$ cat src/rtl/pipe_game_sequencer.sv
// pipe_game_sequencer: IDLE/PLAY/DEAD controller for the two-pipe Flappy Bird datapath.
// Inputs: clk, reset (sync, active-high), flap (1-cycle pulse), collide (level),
//         pipe0_x/pipe1_x (current pipe x positions).
// Outputs (all registered): pipes_reset, start0, start1, pipe_length0/1 (LFSR lengths),
//         score (saturating), playing, game_over.
// Optional: define HIGH_SCORE_EN to add the high_score output, captured on DEAD entry.
module pipe_game_sequencer #(
  parameter int N = 11,
  parameter int START_X = 640,
  parameter int SPACING = 320,
  parameter int BIRD_X = 100,
  parameter int DEAD_HOLD = 6250000,
  parameter int MAX_SCORE = 999,
  parameter logic [9:0] LFSR_SEED = 10'h2A5
) (
  input  logic         clk,
  input  logic         reset,
  input  logic         flap,
  input  logic         collide,
  input  logic [N-1:0] pipe0_x,
  input  logic [N-1:0] pipe1_x,
  output logic         pipes_reset,
  output logic         start0,
  output logic         start1,
  output logic [9:0]   pipe_length0,
  output logic [9:0]   pipe_length1,
  output logic [9:0]   score,
`ifdef HIGH_SCORE_EN
  output logic [9:0]   high_score,
`endif
  output logic         playing,
  output logic         game_over
);
  localparam int CW = $clog2(DEAD_HOLD + 1) < 1 ? 1 : $clog2(DEAD_HOLD + 1);
  typedef enum logic [1:0] {IDLE, PLAY, DEAD} state_t;
  state_t state;
  logic [9:0] lfsr;
  logic p1_armed;
  logic [CW-1:0] hold;
  logic [N-1:0] prev_x0, prev_x1;
  logic cross0, cross1, arm;
  logic [10:0] sum;
  always_comb begin
    cross0 = pipe0_x == N'(BIRD_X) && prev_x0 != N'(BIRD_X);
    cross1 = pipe1_x == N'(BIRD_X) && prev_x1 != N'(BIRD_X);
    sum = {1'b0, score} + 11'(cross0) + 11'(cross1);
    arm = p1_armed || pipe0_x <= N'(START_X - SPACING);
  end
  always_ff @(posedge clk) begin
    if (reset) begin
      state <= IDLE;
      pipes_reset <= 1'b1;
      start0 <= 1'b0;
      start1 <= 1'b0;
      score <= '0;
      playing <= 1'b0;
      game_over <= 1'b0;
      lfsr <= LFSR_SEED;
      pipe_length0 <= LFSR_SEED;
      pipe_length1 <= LFSR_SEED;
      p1_armed <= 1'b0;
      hold <= '0;
      prev_x0 <= N'(START_X);
      prev_x1 <= N'(START_X);
`ifdef HIGH_SCORE_EN
      high_score <= '0;
`endif
    end else begin
      lfsr <= {lfsr[8:0], lfsr[9] ^ lfsr[6]};
      prev_x0 <= pipe0_x;
      prev_x1 <= pipe1_x;
      if (pipe0_x == N'(START_X)) pipe_length0 <= lfsr;
      if (pipe1_x == N'(START_X)) pipe_length1 <= lfsr;
      case (state)
        IDLE: if (flap) begin
          state <= PLAY;
          score <= '0;
          pipes_reset <= 1'b0;
          start0 <= 1'b1;
          playing <= 1'b1;
        end
        PLAY: if (collide) begin
          // collision wins over any crossing in the same cycle
          state <= DEAD;
          start0 <= 1'b0;
          start1 <= 1'b0;
          playing <= 1'b0;
          game_over <= 1'b1;
          hold <= '0;
`ifdef HIGH_SCORE_EN
          if (score > high_score) high_score <= score;
`endif
        end else begin
          p1_armed <= arm;
          start1 <= arm;
          score <= sum > 11'(MAX_SCORE) ? 10'(MAX_SCORE) : sum[9:0];
        end
        DEAD: if (flap && hold >= CW'(DEAD_HOLD)) begin
          state <= IDLE;
          p1_armed <= 1'b0;
          hold <= '0;
          game_over <= 1'b0;
          pipes_reset <= 1'b1;
        end else if (hold < CW'(DEAD_HOLD)) hold <= hold + 1'b1;
        default: state <= IDLE;
      endcase
    end
  end
endmodule

$ cat config.mk
export PLATFORM = sky130hd
export DESIGN_NAME = pipe_game_sequencer
export DESIGN_NICKNAME = d
export VERILOG_FILES = /design/src/rtl/pipe_game_sequencer.sv
export SDC_FILE = /design/constraint.sdc
export NUM_CORES = 1
export LEC_CHECK = 0
export CAP_MARGIN = 30
export CORE_ASPECT_RATIO = 1.1
export CORE_UTILIZATION = 25
export CTS_CLUSTER_SIZE = 25
export DETAILED_ROUTE_END_ITERATION = 12
export GPL_TIMING_DRIVEN = 1
export PLACE_DENSITY = 0.54
export SLEW_MARGIN = 25
export SYNTH_ARGS = -nofsm -noshare
export SYNTH_HDL_FRONTEND = slang
export SYNTH_SLANG_ARGS = --single-unit
$ cat constraint.sdc
create_clock -name clk -period 8.8 [get_ports clk]
set_clock_uncertainty 0.2 [all_clocks]
set_input_delay 1.32 -clock clk [delete_from_list [all_inputs] [get_ports clk]]
set_output_delay 1.32 -clock clk [all_outputs]
set_load 0.1 [all_outputs]
==> results.md, run 1 <==
Status:
- The flow ran to the end, and the final reports show no timing, DRC or antenna violations.

Global routing:
- The global-route wire length before repair is 16.86 mm.
- The initial antenna violation count was 0.
- The sum of overflow across all layers after global routing is 0.
- The pin count of the biggest net entering global routing is 94.
- The via count of the first global-routing pass is 3393.
- The total track usage is 12.02%.

Cells and area:
- 0 antenna diodes ended up in the layout.
- The final cell utilization of the core is 31.82%.
- Compared with the post-synthesis result, the final layout area differs by 24.45%.
- The library cell used most frequently in the layout, excluding fill and tap cells, is sky130_fd_sc_hd__dfxtp_1.
- In the layout the commonest cells are 92 x sky130_fd_sc_hd__dfxtp_1, 59 x sky130_fd_sc_hd__clkdlybuf4s50_1, 52 x sky130_fd_sc_hd__nor2_1, 45 x sky130_fd_sc_hd__nand2_1, 30 x sky130_fd_sc_hd__a21oi_1.
- The final net count is 547.
- In the final layout, the share of cells above drive strength 1 is 9.004%.

Setup path:
- In this design, the stage delay of the slowest critical-path cell is 0.51 ns.
- The kind of launch point of the worst setup path is a primary input.
- The type of the setup path with the least slack is primary input to flip-flop.
- The slowest stage of the critical path belongs to the cell sky130_fd_sc_hd__or4_1.
- Along the worst path, the maximum fanout reaches 8.
- The most critical setup path has its startpoint at pipe1_x[3].
- The required time of the critical path is 8.84 ns.
- Traced cell by cell, the critical path runs through clkdlybuf4s50_1 > or4_1 > nor3_1 > nand4_1 > fa_1 > inv_1 > ha_1 > nand3_1 > nor2_1 > xnor2_1 > o31ai_4 > nand2_1 > a311oi_1.
- The element type at the critical path end is a flip-flop.
- At the worst endpoint, the arrival time is 4.81 ns.
- The source of the worst register-to-register timing path is prev_x1[5].

Power:
- The leakage power summed over all cells is 0.001789 uW.
- VDD sags by at most 0.07934 mV.
- The ratio of total power to cell area is 167.5 nW/um^2.
- The overall power of the completed layout is 872.5 uW.

Clock tree:
- The number of sinks on the clock net is 92.
- The clock tree root driver cell is sky130_fd_sc_hd__clkbuf_16.
- The total CTS buffers is 9.
- The clock passes through at most 2 buffers.
- The post-CTS setup-driven buffer insertion count is 0.
- For the worst-skew pair, the clock arrives at the later sink with an insertion delay of 0.34 ns.
- The clock transition at the registers of the reported paths is 0.07 ns.
- In this run the number of H-tree levels came out at 3.
- The number of hold buffers added after CTS was 0.
- The number of gates resized after cts is 0.
- The TritonCTS clock tree is built.

Floorplanning:
- The number of top-level design ports is 61.
- The die is 137.7 um tall.
- The floorplan step defined a core boundary enclosing 16370 um^2.
- The width of the die is 125.4 um.
- The area of the die is 17260 um^2.
- The effective utilization at floorplan is 25.57%.
- The number of placement rows is 49.

Synthesis:
- The proportion of synthesized chip area in sequential cells is 44.01%.
- After synthesis, the share of flip-flops with an asynchronous set or reset is 0%.
- The number of register bits inferred by synthesis is 92.
- The most frequently used flop master after synthesis is sky130_fd_sc_hd__dfxtp_1.
- When the netlist entered floorplanning its net count stood at 499.
- The synthesized design contains 0 enable-type register cells.
- The warning count from the yosys run is 0.
- In the synthesized netlist, the number of instances is 469.
- The summed instance area of the synthesized netlist is 4185 um^2.
- The mean cell area of the mapped netlist is 8.924 um^2.
- The distinct cell type count of the synthesized netlist is 73.

Timing:
- In this run the tightest slew margin relative to its limit is 31.70%.
- Setup violations remaining at the end of the flow were counted as 0.
- Setup repair after global routing left no endpoint under its margin.
- The fmax is 209.6 MHz.
- For the final routed database, the setup TNS stands at 0 ns.
- At the pin with the least slew margin, the transition time is 1.021 ns.
- The clock period could shrink to 4.772 ns.
- The count of final hold-check violations is 0.
- The count of pins over their slew limit was 0.
- The final critical path takes up 54.23% of the cycle.

Route:
- After the first detailed-routing iteration, the DRC count stood at 184.
- For this run, design rule violations remaining after detail routing come to 0.
- In this run the remaining antenna-violating nets after routing total 0.
- The routed layout has 3587 vias.
- Dividing the detail-routed via count by the number of cells gives 4.941.
- After detailed routing, the total wire length is 10.08 mm.
- The routed wire length per instance is 13.89 um.
- For this run, the detailed router's first-pass iteration total came to 7.

Placed design:
- The count of port buffers added during placement is 60.
- The routability congestion estimate is 0.8482.
- The half-perimeter wire length of the detailed placement result is 6.847 mm.

Worst hold path:
- The path class of the lowest-slack min-delay path is flip-flop to flip-flop.
- The worst hold path startpoint is pipe_length0[7].

Flow run:
- The number of violations of the max-capacitance limit is 0.
-- synth_stat cells, types with 4 or more instances --
cell                       number  area share, %
sky130_fd_sc_hd__nand3_1       17            2.0
sky130_fd_sc_hd__or2_2         10            1.5
sky130_fd_sc_hd__clkbuf_1      12            1.1
sky130_fd_sc_hd__nor4_1         5           0.75
sky130_fd_sc_hd__nand2b_1       6           0.90
sky130_fd_sc_hd__nand4_1       11            1.6
sky130_fd_sc_hd__dfxtp_1       92             44
sky130_fd_sc_hd__a311oi_1      14            2.9
sky130_fd_sc_hd__buf_2          6           0.72
sky130_fd_sc_hd__nor3_1         6           0.72
sky130_fd_sc_hd__a41oi_1        5            1.0
sky130_fd_sc_hd__o32ai_1        5            1.0
sky130_fd_sc_hd__a211o_1       10            2.1
sky130_fd_sc_hd__a31oi_1        7            1.0
sky130_fd_sc_hd__a21oi_1       30            3.6
sky130_fd_sc_hd__nor2b_1       20            3.0
sky130_fd_sc_hd__o21ai_0        9            1.1
sky130_fd_sc_hd__and4_1         4           0.84
sky130_fd_sc_hd__buf_6          4            1.1
sky130_fd_sc_hd__inv_1         20            1.8
sky130_fd_sc_hd__nor2_1        52            4.7
sky130_fd_sc_hd__mux2i_1       10            2.4
sky130_fd_sc_hd__nand2_1       45            4.0
-- per-layer routing --
metal	share of wire, %	GRT usage (%)	wire (um)	vias up
li1	-	-	-	1788
met1	46	15.28	4618	1694
met2	49	20.39	4905	93
met3	4.2	2.485	425	12
met4	1.3	3.862	132	0
met5	0	0	0	-
-- stage by stage --
step,setup slack (ns),std cells,cell area [um^2],hold slack [ns]
after floorplan,4.502,469,4185,0.2372
after CTS,4.053,724,5174,0.2668
after global placement,3.848,708,4897,0.2471
after detailed placement,3.726,708,4897,0.2522
after global routing,3.683,726,5209,0.2875
final,4.028,726,5209,0.2624
-- final cells by class --
cell class                      instances  area, um^2
Timing Repair Buffer                   63       638.1
Sequential cell                        92        1842
Multi-Input combinational cell        331        2122
Clock inverter                          6       47.55
Tap cell                              204       255.2
Inverter                               20       75.07
Fill cell                            1692       11160
Clock buffer                           10       229.0
-- kinds of logic after synthesis --
kind of cell,Yosys count,share of synthesized area [%]
adders and majority gates,4,1.375
xor gates and xnor gates,2,0.4186
AOI/OAI and AO/OA,114,20.90
DFF,92,44.01
and+or+nand+nor,201,25.62
buffers and inverters,46,5.291
muxes,10,2.392
-- worst max-delay path, delay by kind of cell --
| family | cells | cell delay (ns) |
|---|---|---|
| AOI/OAI and AO/OA | 2 | 0.68 |
| adders and majority gates | 2 | 0.76 |
| and+or+nand+nor | 6 | 1.44 |
| buffers and inverters | 2 | 0.49 |
| xor gates and xnor gates | 1 | 0.13 |
-- worst paths after layout --
path	to	slack, ns	cells after the start
max reg2reg	score[0]	5.72	13
max	score[0]	4.03	13
min reg2reg	pipe_length0[7]	0.26	1
min	pipe_length0[7]	0.26	1
-- state kept, by name (all words and copies together) (netlist names), 2 cells and up --
signal,count
score,10
hold,23
pipe_length0,10
state,2
lfsr,10
prev_x0,11
prev_x1,11
pipe_length1,10
-- where the power goes --
group          total [uW]  internal (uW)  switching, uW  leakage (uW)
registers             434            428           6.07      0.000752
logic                80.8           29.3           51.5      0.000903
clock network         358            194            164      0.000133
(Power assumes the default switching activity.)
==> inputs of run 2 (changes only) <==
==> constraint.sdc (replaced) <==
create_clock -name clk -period 4.5 [get_ports clk]
set_clock_uncertainty 0.2 [all_clocks]
set_input_delay 0.675 -clock clk [delete_from_list [all_inputs] [get_ports clk]]
set_output_delay 0.675 -clock clk [all_outputs]
set_load 0.1 [all_outputs]
==> run 2 against run 1 <==
Compared with the run above: combinational power rose by 94%; sequential cell count unchanged; die area is the same; register-to-register slack got worse by 4.3 ns; sequential share of layout area down 0.30 points; wire length rose by 1.8%; worst hold slack worse by 0.0013 ns; clock power increased by 130%.
==> results.md, run 2 (synthesis results as in run 1) <==
Power:
- The clock power share is 45.4% (+4.4 points).
- The ratio of total power to cell area is 350.1 nW/um^2 (+110%).
- The net switching power of the design is 439.9 uW (+99%).
- The leakage power summed over all cells is 0.001815 uW (+1.5%).
- The internal power consumption is 1399 uW (+110%).
- The switching power share of the total is 23.92% (-1.5 points).
- The overall power of the completed layout is 1839 uW (+110%).
- The sequential cell fraction of total power came to 46.1% (-3.6 points).
- The combinational power share is 8.5% (-0.8 points).
- The worst supply voltage drop on vdd is 0.1865 mV (+140%).

Setup path:
- The worst setup path is launched from a primary input.
- The type of the setup path with the least slack is primary input to flip-flop.
- The worst register-to-register path ends at score[0].
- The stage delay of the slowest cell on the critical path was 0.53 ns (+0.02 ns).
- The critical path startpoint is pipe1_x[3].
- Traced cell by cell, the critical path runs through clkdlybuf4s50_1 > or4_1 > nor3_1 > nand4_1 > fa_1 > inv_1 > ha_1 > nand3_1 > nor2_1 > xnor2_1 > o31ai_4 > nand2_1 > a311oi_1.
- The data arrival time of the critical path is 4.13 ns (-0.68 ns).
- The cell type of the slowest stage on the worst timing path is sky130_fd_sc_hd__or4_1.
- The worst setup path is captured at a flip-flop.
- The worst reg-to-reg path cell count is 13 (unchanged).
- The highest fanout seen on the critical path is 8 (unchanged).
- The register-to-register setup slack is 1.43 ns (-4.29 ns).
- The source of the worst register-to-register timing path is prev_x1[5].
- The required time of the critical path was 4.54 ns (-4.30 ns).

Timing:
- The share of the clock period used by the worst path is 90.90%.
- The fmax is 244.5 MHz.
- The actual transition at the worst max-transition pin was 1.020 ns (-0.001410 ns).
- The tightest slew margin relative to the limit is 31.80% (+0.094 points).
- The post-route minimum period is 4.090 ns.
- The count of pins over their slew limit is 0 (unchanged).
- The final setup slack of the worst path was 0.4095 ns (-3.618 ns).
- Setup repair after global routing left no endpoint under its margin.
- The summed negative setup slack over all endpoints came to 0 ns (unchanged).
- The final setup violation count was 0 (unchanged).
- The count of final hold-check violations is 0 (unchanged).

Cells and area:
- The fraction of layout cells with a size suffix above 1 was 9.369% (+0.37 points).
- The post-synthesis to final-layout area growth is 25.53%.
- In the layout the commonest cells are 92 x sky130_fd_sc_hd__dfxtp_1, 59 x sky130_fd_sc_hd__clkdlybuf4s50_1, 52 x sky130_fd_sc_hd__nor2_1, 45 x sky130_fd_sc_hd__nand2_1, 30 x sky130_fd_sc_hd__a21oi_1.
- The non-filler instance count after layout came to 727 (+0.14%).
- The final cell utilization of the core is 32.10% (+0.28 points).
- The number of fillers in the final layout came to 1651 (-2.4%).
- The final net count is 548 (+0.18%).
- The library cell used most frequently in the layout, excluding fill and tap cells, is sky130_fd_sc_hd__dfxtp_1.
- The antenna cell count is 0 (unchanged).
- In the final layout, the registers with the most flip-flops are hold (23), prev_x0 (11), prev_x1 (11).
- The flip-flop count of the largest register after layout was 23 (unchanged).
- Ranked by flip-flop count, first place goes to hold.

Clock tree:
- The maximum clock insertion buffer count is 2 (unchanged).
- The clock transition at the registers of the reported paths is 0.06 ns (about the same).
- The total CTS buffers was 9 (unchanged).
- TritonCTS built the clock tree.
- The clock tree root driver cell is sky130_fd_sc_hd__clkbuf_16.
- The number of gates resized after cts is 0 (unchanged).
- The hold buffer count at CTS came to 0 (unchanged).
- The count of H-tree levels built during CTS was 3 (unchanged).
- The number of sinks on the clock net is 92 (unchanged).
- The clock insertion delay at the later pin of the skew report is 0.34 ns (about the same).
- The post-CTS setup-driven buffer insertion count is 0 (unchanged).

Route:
- The number of design rule violations left after detail routing is 0 (unchanged).
- The number of iterations in the first detailed-routing pass came to 6 (-1).
- The iteration-0 DRC count of the detailed router is 117 (-36%).
- The number of antenna-violating nets in the routed design is 0 (unchanged).
- The average via count per standard cell is 4.960 (+0.39%).
- The total via count after detailed routing is 3606 (+0.53%).
- The total detailed-routing wirelength came to 10.27 mm (+1.8%).
- The routed wire length per instance was 14.12 um (+1.7%).

Global routing:
- The sum of overflow across all layers after global routing is 0 (unchanged).
- The global-route wire length before repair is 16.97 mm (+0.66%).
- The initial antenna violation count came to 0 (unchanged).
- The total track usage is 12.26% (+0.24 points).
- The via count of the first global-routing pass came to 3428 (+1.0%).
- The pin count of the biggest net entering global routing is 40 (-57%).

Flow run:
- The number of violations of the max-capacitance limit is 0 (unchanged).

Floorplanning:
- The area of the die is 17260 um^2 (unchanged).
- The number of top-level design ports is 61 (unchanged).
- The width of the die came to 125.4 um (unchanged).
- The effective utilization at floorplan came to 25.57% (unchanged).
- The area inside the core boundary is 16370 um^2 (unchanged).
- The number of placement rows is 49 (unchanged).
- The die span in y is 137.7 um (unchanged).

Placed design:
- The routability congestion estimate came to 0.8445 (-0.44%).
- The instance count after placement with tap cells included is 710 (+0.28%).
- The minimum setup slack after placement came to 0.09314 ns (-3.633 ns).
- The half-perimeter wire length of the detailed placement result came to 7.057 mm (+3.1%).
- The count of port buffers added during placement was 60 (unchanged).

Worst hold path:
- The number of cells traversed by the worst hold path came to 2 (+1).
- The worst hold path terminates at start1.
- The worst hold path startpoint is start1.
- The worst hold path belongs to the class flip-flop to flip-flop.

Status:
- The run finished with clean final reports.
==> run 2: cell types whose count changed in the layout (fill, tap and decap cells not counted) <==
cell	previous run	this run
sky130_fd_sc_hd__bufinv_16	0	2
sky130_fd_sc_hd__buf_16	1	0
sky130_fd_sc_hd__buf_4	2	3
sky130_fd_sc_hd__clkinv_2	1	0
sky130_fd_sc_hd__clkbuf_1	1	0
sky130_fd_sc_hd__clkbuf_4	0	1
sky130_fd_sc_hd__clkbuf_8	0	1
sky130_fd_sc_hd__clkinvlp_4	1	0
==> run 2: cell type report <==
cell class                      instances  area [um^2]  share of cell area, %
Multi-Input combinational cell        331         2122                  40.39
Sequential cell                        92         1842                  35.06
Timing Repair Buffer                   64        625.6                  11.91
Tap cell                              204        255.2                  4.858
Clock buffer                           10        239.0                  4.549
Clock inverter                          6        95.09                  1.810
Inverter                               20        75.07                  1.429
==> run 2: how the worst max path moves through the flow <==
stage | endpoint | slack (ns) | cells past startpoint
floorplan | score[0] | 0.85 | 12
CTS | score[0] | 0.41 | 13
detailed placement | score[0] | 0.09 | 13
global route | score[0] | 0.06 | 13
finish | score[0] | 0.41 | 13
global placement | score[0] | 0.20 | 13
==> run 2: metal layers <==
| metal | wire, um | global-route usage [%] | vias to the layer above |
|---|---|---|---|
| li1 | - | - | 1797 |
| met1 | 4556 | 14.52 | 1692 |
| met2 | 5063 | 21.60 | 103 |
| met3 | 457 | 2.680 | 14 |
| met4 | 188 | 4.946 | 0 |
| met5 | 0 | 0 | - |
==> run 2: metrics by stage <==
step | instance area [um^2] | hold slack, ns
finish | 5254 | 0.2611
floorplan | 4185 | 0.2372
CTS | 5246 | 0.2657
detailed placement | 4912 | 0.2504
global placement | 4912 | 0.2477
global route | 5254 | 0.2943
==> run 2: critical path, delay by kind of cell <==
family                     cells  cell delay [ns]
xor gates and xnor gates       1             0.13
adders and majority gates      2             0.75
buffers and inverters          2             0.49
AOI/OAI and AO/OA              2             0.67
and+or+nand+nor                6             1.41
==> run 2: power groups by stage <==
stage	Clock [uW]	Sequential [uW]	Combinational, uW
2_1_floorplan	0	882	88.7
3_3_place_gp	0	867	154
3_5_place_dp	0	867	156
4_1_cts	851	848	157
5_1_grt	884	851	171
6_report	834	848	157
==> variant 1: new RTL, config.mk and constraints of run 2 <==
Change the parameter `N` from 11 to 22.
--- a/src/rtl/pipe_game_sequencer.sv
+++ b/src/rtl/pipe_game_sequencer.sv
@@ -6,5 +6,5 @@
 // Optional: define HIGH_SCORE_EN to add the high_score output, captured on DEAD entry.
 module pipe_game_sequencer #(
-  parameter int N = 11,
+  parameter int N = 22,
   parameter int START_X = 640,
   parameter int SPACING = 320,
Ports: changed (resized pipe0_x and pipe1_x); port bits go from 61 to 83. The function was not compared with the original's and may differ.
==> variant 1 against run 2 <==
  * Synthesized cell count up 7.7%
  * Highest routed layer unchanged
  * Power up 39%
  * Synthesized area grew 11%
  * Setup slack improved by 0.021 ns
  * Critical path type unchanged
  * Routed wire length increased by 12%
  * Design area is 20% higher
  * Register-to-register slack got worse by 0.53 ns
  * Sequential cell count increased by 22
  * First-iteration DRC count rose by 51%
==> variant 1: results (changes against run 2) <==
Status
  – Status: completed

Clock network
  – Htree depth: 4 (+1)
  – Max clock buf depth: 2 (unchanged)
  – Worst-Skew Late Latency: 0.41 ns (+0.07 ns)
  – Clock transition at the registers of the reported paths: 0.06 ns (about the same)
  – # Post-CTS Setup Buffers: 0 (unchanged)
  – # resized after CTS: 0 (unchanged)
  – Num CTS Buffers: 17 (+8)
  – CTS root buffer: clkbuf_16

Worst setup path
  – Reg2reg start: prev_x1[0]
  – Crit-path leading delay family: simple AND/OR/NAND/NOR gates
  – CP arrival: 4.20 ns (+0.07 ns)
  – Critical Path Start: pipe1_x[1]
  – Critical-path top delay cell: fa_1
  – CP Max Fanout: 6 (-2)
  – Critical path's largest stage delay: 0.46 ns (-0.07 ns)

Detailed routing
  – Via Count: 3,966 (+10%)
  – Iter 0 DRT Violations: 177 (+51%)
  – Drt total wl: 11,500 um (+12%)
  – Routed length per placed instance: 13.8 um (-2.4%)
  – First-pass detailed-route iteration total: 7 (+1)

Global route
  – Initial antenna violation count: 0 (unchanged)
  – Number of global-route vias before repair: 3,815 (+11%)
  – GRT Overall Usage: 12.5% (+0.21 points)
  – Largest net degree at the start of global routing: 93 (+130%)
  – First-pass GRT wire length: 18,900 um (+11%)

Synth
  – Async SR Flop Fraction: 0% (unchanged)
  – Register area share after synthesis: 49.2% (+5.2 points)
  – Primary FF master, synth: dfxtp_1
  – Commonest cells in the netlist: 114 x dfxtp_1, 60 x nor2b_1, 35 x nor2_1, 31 x nand2_1, 27 x a21oi_1
  – Top post-synthesis cells by area: dfxtp_1 49%, nor2b_1 8.1%, a21oi_1 2.9%
  – Synth Warn #: 0 (unchanged)
  – Library cells used by synthesis: 60 (-18%)
  – Syn Area/Cell: 9.19 sq um (+3.0%)
  – Syn Nets: 557 (+12%)

Power
  – Leakage power: 0.00213 uW (+17%)
  – Max VDD drop: 0.245 mV (+32%)
  – Sw Pwr: 586 uW (+33%)

Finish
  – # nets final: 640 (+17%)
  – Share of layout cells above drive strength 1: 8.50% (-0.87 points)
  – Top Registers: hold: 23 flops, prev_x0: 22 flops, prev_x1: 22 flops
  – Diode count: 0 (unchanged)

Placed design
  – I/O Buffers: 82 (+37%)
  – Detailed Place HPWL: 8090 um (+15%)
  – Placed Instances: 806 (+14%)
  – RePlAce Congestion: 0.813 (-3.7%)

Min path
  – HP Start: lfsr[4]
  – Min-Delay Path Class: reg2reg

Timing
  – Max-slew headroom at the worst pin: 32.1% (+0.30 points)
[variant 1: cell count changes after synthesis, sizes merged, moves of 6 or more]
cell,run 2,this run
nor2b,20,60
dfxtp,92,114
nor2,52,35
o21ai,9,26
a311oi,16,0
nand2,47,31
nor4,6,17
buf,14,6
inv,20,12
or4,1,8
or3,2,8
[variant 1: path summary, 6_finish.rpt]
| kind | endpoint | slack, ns | cells past startpoint |
|---|---|---|---|
| max | score[8] | 0.43 | 14 |
| min | lfsr[5] | 0.28 | 1 |
| max reg2reg | score[3] | 0.90 | 13 |
| min reg2reg | lfsr[5] | 0.28 | 1 |
[variant 1: logic make-up (layout without fill, tap and decap cells)]
group                    count (synthesis)  count (layout)  synth area share [%]
AO/OA/AOI/OAI                          102             102                  14.1
XOR/XNOR                                 2               2                 0.377
adder cells (fa/ha/maj)                  4               4                  1.24
buffers and inverters                   35             130                  3.32
flip-flops                             114             114                  49.2
multiplexers                            14              14                  3.15
AND/OR/NAND/NOR                        234             234                  28.6
[variant 1: through the flow]
stage	area, sq um	worst slack, ns
floorplan	4640	1.08
global placement	5690	0.157
detailed placement	5690	0.0639
CTS	6270	0.470
global route	6280	0.168
finish	6280	0.431
[variant 1: power by group through the flow]
stage	Clock [uW]	Combinational, uW	Sequential, uW
3_3_place_gp	0	173	1080
3_5_place_dp	0	174	1080
2_1_floorplan	0	83.5	1090
5_1_grt	1400	188	1060
4_1_cts	1350	175	1060
6_report	1320	173	1060
[variant 1: per-layer routing]
layer	part of all wire [%]	track usage, %	routed length (um)
met2	47	20.2	5380
met1	46	14.9	5320
met3	5.4	3.88	629
met5	0	0	0
met4	2.0	5.99	226
[variant 1: worst reg2reg max path, stage by stage (launching register included)]
cell and delay (ns):
dfxtp_1 0.30, nor4b_1 0.42, nand4_1 0.16, or4_1 0.45
nand4_1 0.17, fa_1 0.21, inv_1 0.05, ha_1 0.22
and3_1 0.21, and3_1 0.20, o2111ai_1 0.23, a21oi_1 0.14
or4_1 0.42, a31oi_1 0.13
[variant 1: cell type report]
type / count / area (sq um)
Fill cell: 1786 / 11600
Sequential cell: 114 / 2280
Multi-Input combinational cell: 356 / 2210
Timing Repair Buffer: 87 / 857
Clock buffer: 20 / 457
Tap cell: 238 / 298
Clock inverter: 11 / 130
Inverter: 12 / 45.0
==> variant 2: new RTL, settings of run 2 <==
Made on the original files. Make the reset (`reset`) asynchronous in one clocked block.
--- a/src/rtl/pipe_game_sequencer.sv
+++ b/src/rtl/pipe_game_sequencer.sv
@@ -47,5 +47,5 @@
     arm = p1_armed || pipe0_x <= N'(START_X - SPACING);
   end
-  always_ff @(posedge clk) begin
+  always_ff @(posedge clk or posedge reset) begin
     if (reset) begin
       state <= IDLE;
Behaviour: differs if reset is asserted again (counterexample within 4 cycles, from zero or initial values and one cycle with reset high); with reset held inactive, the same outputs for 10 cycles.
==> variant 2 against run 2 <==
  * Routed wire length is 14% lower
  * Sequential cell count unchanged
  * Synthesized area down 3.0%
  * Design area down 1.7%
  * First-iteration DRC count is 15% higher
  * Core utilization rose by 0.60 points
  * Sequential share of layout area up 10 points
  * Setup slack better by 0.011 ns
  * Critical path depth stayed put
Power is not compared: it rests on default switching activity, and its combinational part moved more than twofold at a synthesized area within 25%.
==> variant 2: results (changes against run 2) <==
Status
  – Status: completed

Worst setup path
  – CP arrival: 4.10 ns (-0.03 ns)
  – Reg2reg start: prev_x1[7]
  – Register-to-register setup slack: 1.40 ns (-0.03 ns)
  – Worst Reg-to-Reg Cells: 12 (-1)
  – Worst flop-to-flop path endpoint: score[3]

Min path
  – Worst Hold End: lfsr[4]
  – Hold path depth: 0 (-2)
  – HP Start: lfsr[3]

Finish
  – Share of layout cells above drive strength 1: 17.2% (+7.8 points)
  – # nets final: 455 (-17%)

Synth
  – Library cells used by synthesis: 59 (-19%)
  – Commonest cells in the netlist: 72 x dfrtp_1, 41 x nand2_1, 29 x nor2_1, 20 x dfstp_2, 20 x mux2_2
  – Syn Nets: 388 (-22%)
  – Register area share after synthesis: 57.4% (+13 points)
  – Async SR Flop Fraction: 100% (+100 points)
  – Top post-synthesis cells by area: dfrtp_1 44%, dfstp_2 13%, mux2_2 5.6%

Detailed routing
  – Via Count: 2,972 (-18%)
  – First-pass detailed-route iteration total: 5 (-1)
  – Routed length per placed instance: 14.0 um (-0.67%)
  – Iter 0 DRT Violations: 135 (+15%)

Placed design
  – I/O Buffers: 60 (unchanged)
  – Detailed Place HPWL: 6340 um (-10%)

Global route
  – Largest net degree at the start of global routing: 35 (-13%)
  – GRT Overall Usage: 11.5% (-0.81 points)
  – First-pass GRT wire length: 14,900 um (-12%)

Timing
  – Worst-margin pin slew: 1.01 ns (-0.00713 ns)
  – WHS: 0.196 ns (-0.0647 ns)
## variant 2: final cells by class
cell class | instances | area, sq um
clock buffers | 10 | 239
clock inverters | 6 | 52.6
fillers | 1599 | 10600
inverters | 12 | 46.3
multi-input cells | 247 | 1630
flip-flops and latches | 92 | 2330
well taps | 200 | 250
repair buffers | 63 | 623
## variant 2: worst max-delay path by stage
stage	from	to	cells after the start
5_1_grt	pipe1_x[3]	score[3]	13
2_1_floorplan	pipe1_x[3]	score[3]	12
3_5_place_dp	pipe1_x[3]	score[3]	13
6_report	pipe1_x[3]	score[3]	13
4_1_cts	pipe1_x[3]	score[3]	13
3_3_place_gp	pipe1_x[3]	score[3]	13
## variant 2: logic make-up (layout without fill, tap and decap cells)
family          count (synthesis)  after routing  share of synthesized area, %
xor+xnor                       17             17                          3.67
flops                          92             92                          57.4
simple gates                  144            144                          19.0
mux                            22             22                          6.04
compound gates                 60             60                          9.99
buf+inv                        19             91                          2.56
fa+ha+maj                       4              4                          1.42
## variant 2: through the flow
stage | utilization (%) | power (uW) | cell area [sq um] | setup WS, ns | instances
after global placement | 30.9 | 1380 | 4870 | 0.117 | 614
final | 32.7 | 2100 | 5160 | 0.421 | 630
after floorplan | - | 1270 | 4060 | 0.737 | 358
after CTS | 32.7 | 2130 | 5160 | 0.351 | 630
after detailed placement | 30.9 | 1390 | 4870 | 0.00191 | 614
after global routing | 32.7 | 2210 | 5160 | 0.0979 | 630
## variant 2: power breakdown
group	total (uW)	internal (uW)	switching (uW)	leakage, uW
combinational	413	128	284	0.000827
clock	735	400	336	0.000138
sequential	956	889	67.4	0.00114
## variant 2: critical path, stage by stage
cell	delay (ns)
clkdlybuf4s50_1	0.44
or4_1	0.52
nor3_1	0.29
nand4_1	0.24
fa_1	0.48
inv_1	0.08
ha_1	0.16
nand3_1	0.17
nor3_2	0.26
o21ai_0	0.15
a22oi_2	0.27
nor3_1	0.07
a211o_1	0.28
## variant 2: routing by layer
metal,track usage [%],wire length (um),vias to the layer above
met2,18.7,4410,57
li1,-,-,1420
met5,0,0,-
met4,4.48,127,0
met3,2.48,282,7
met1,14.7,4010,1488
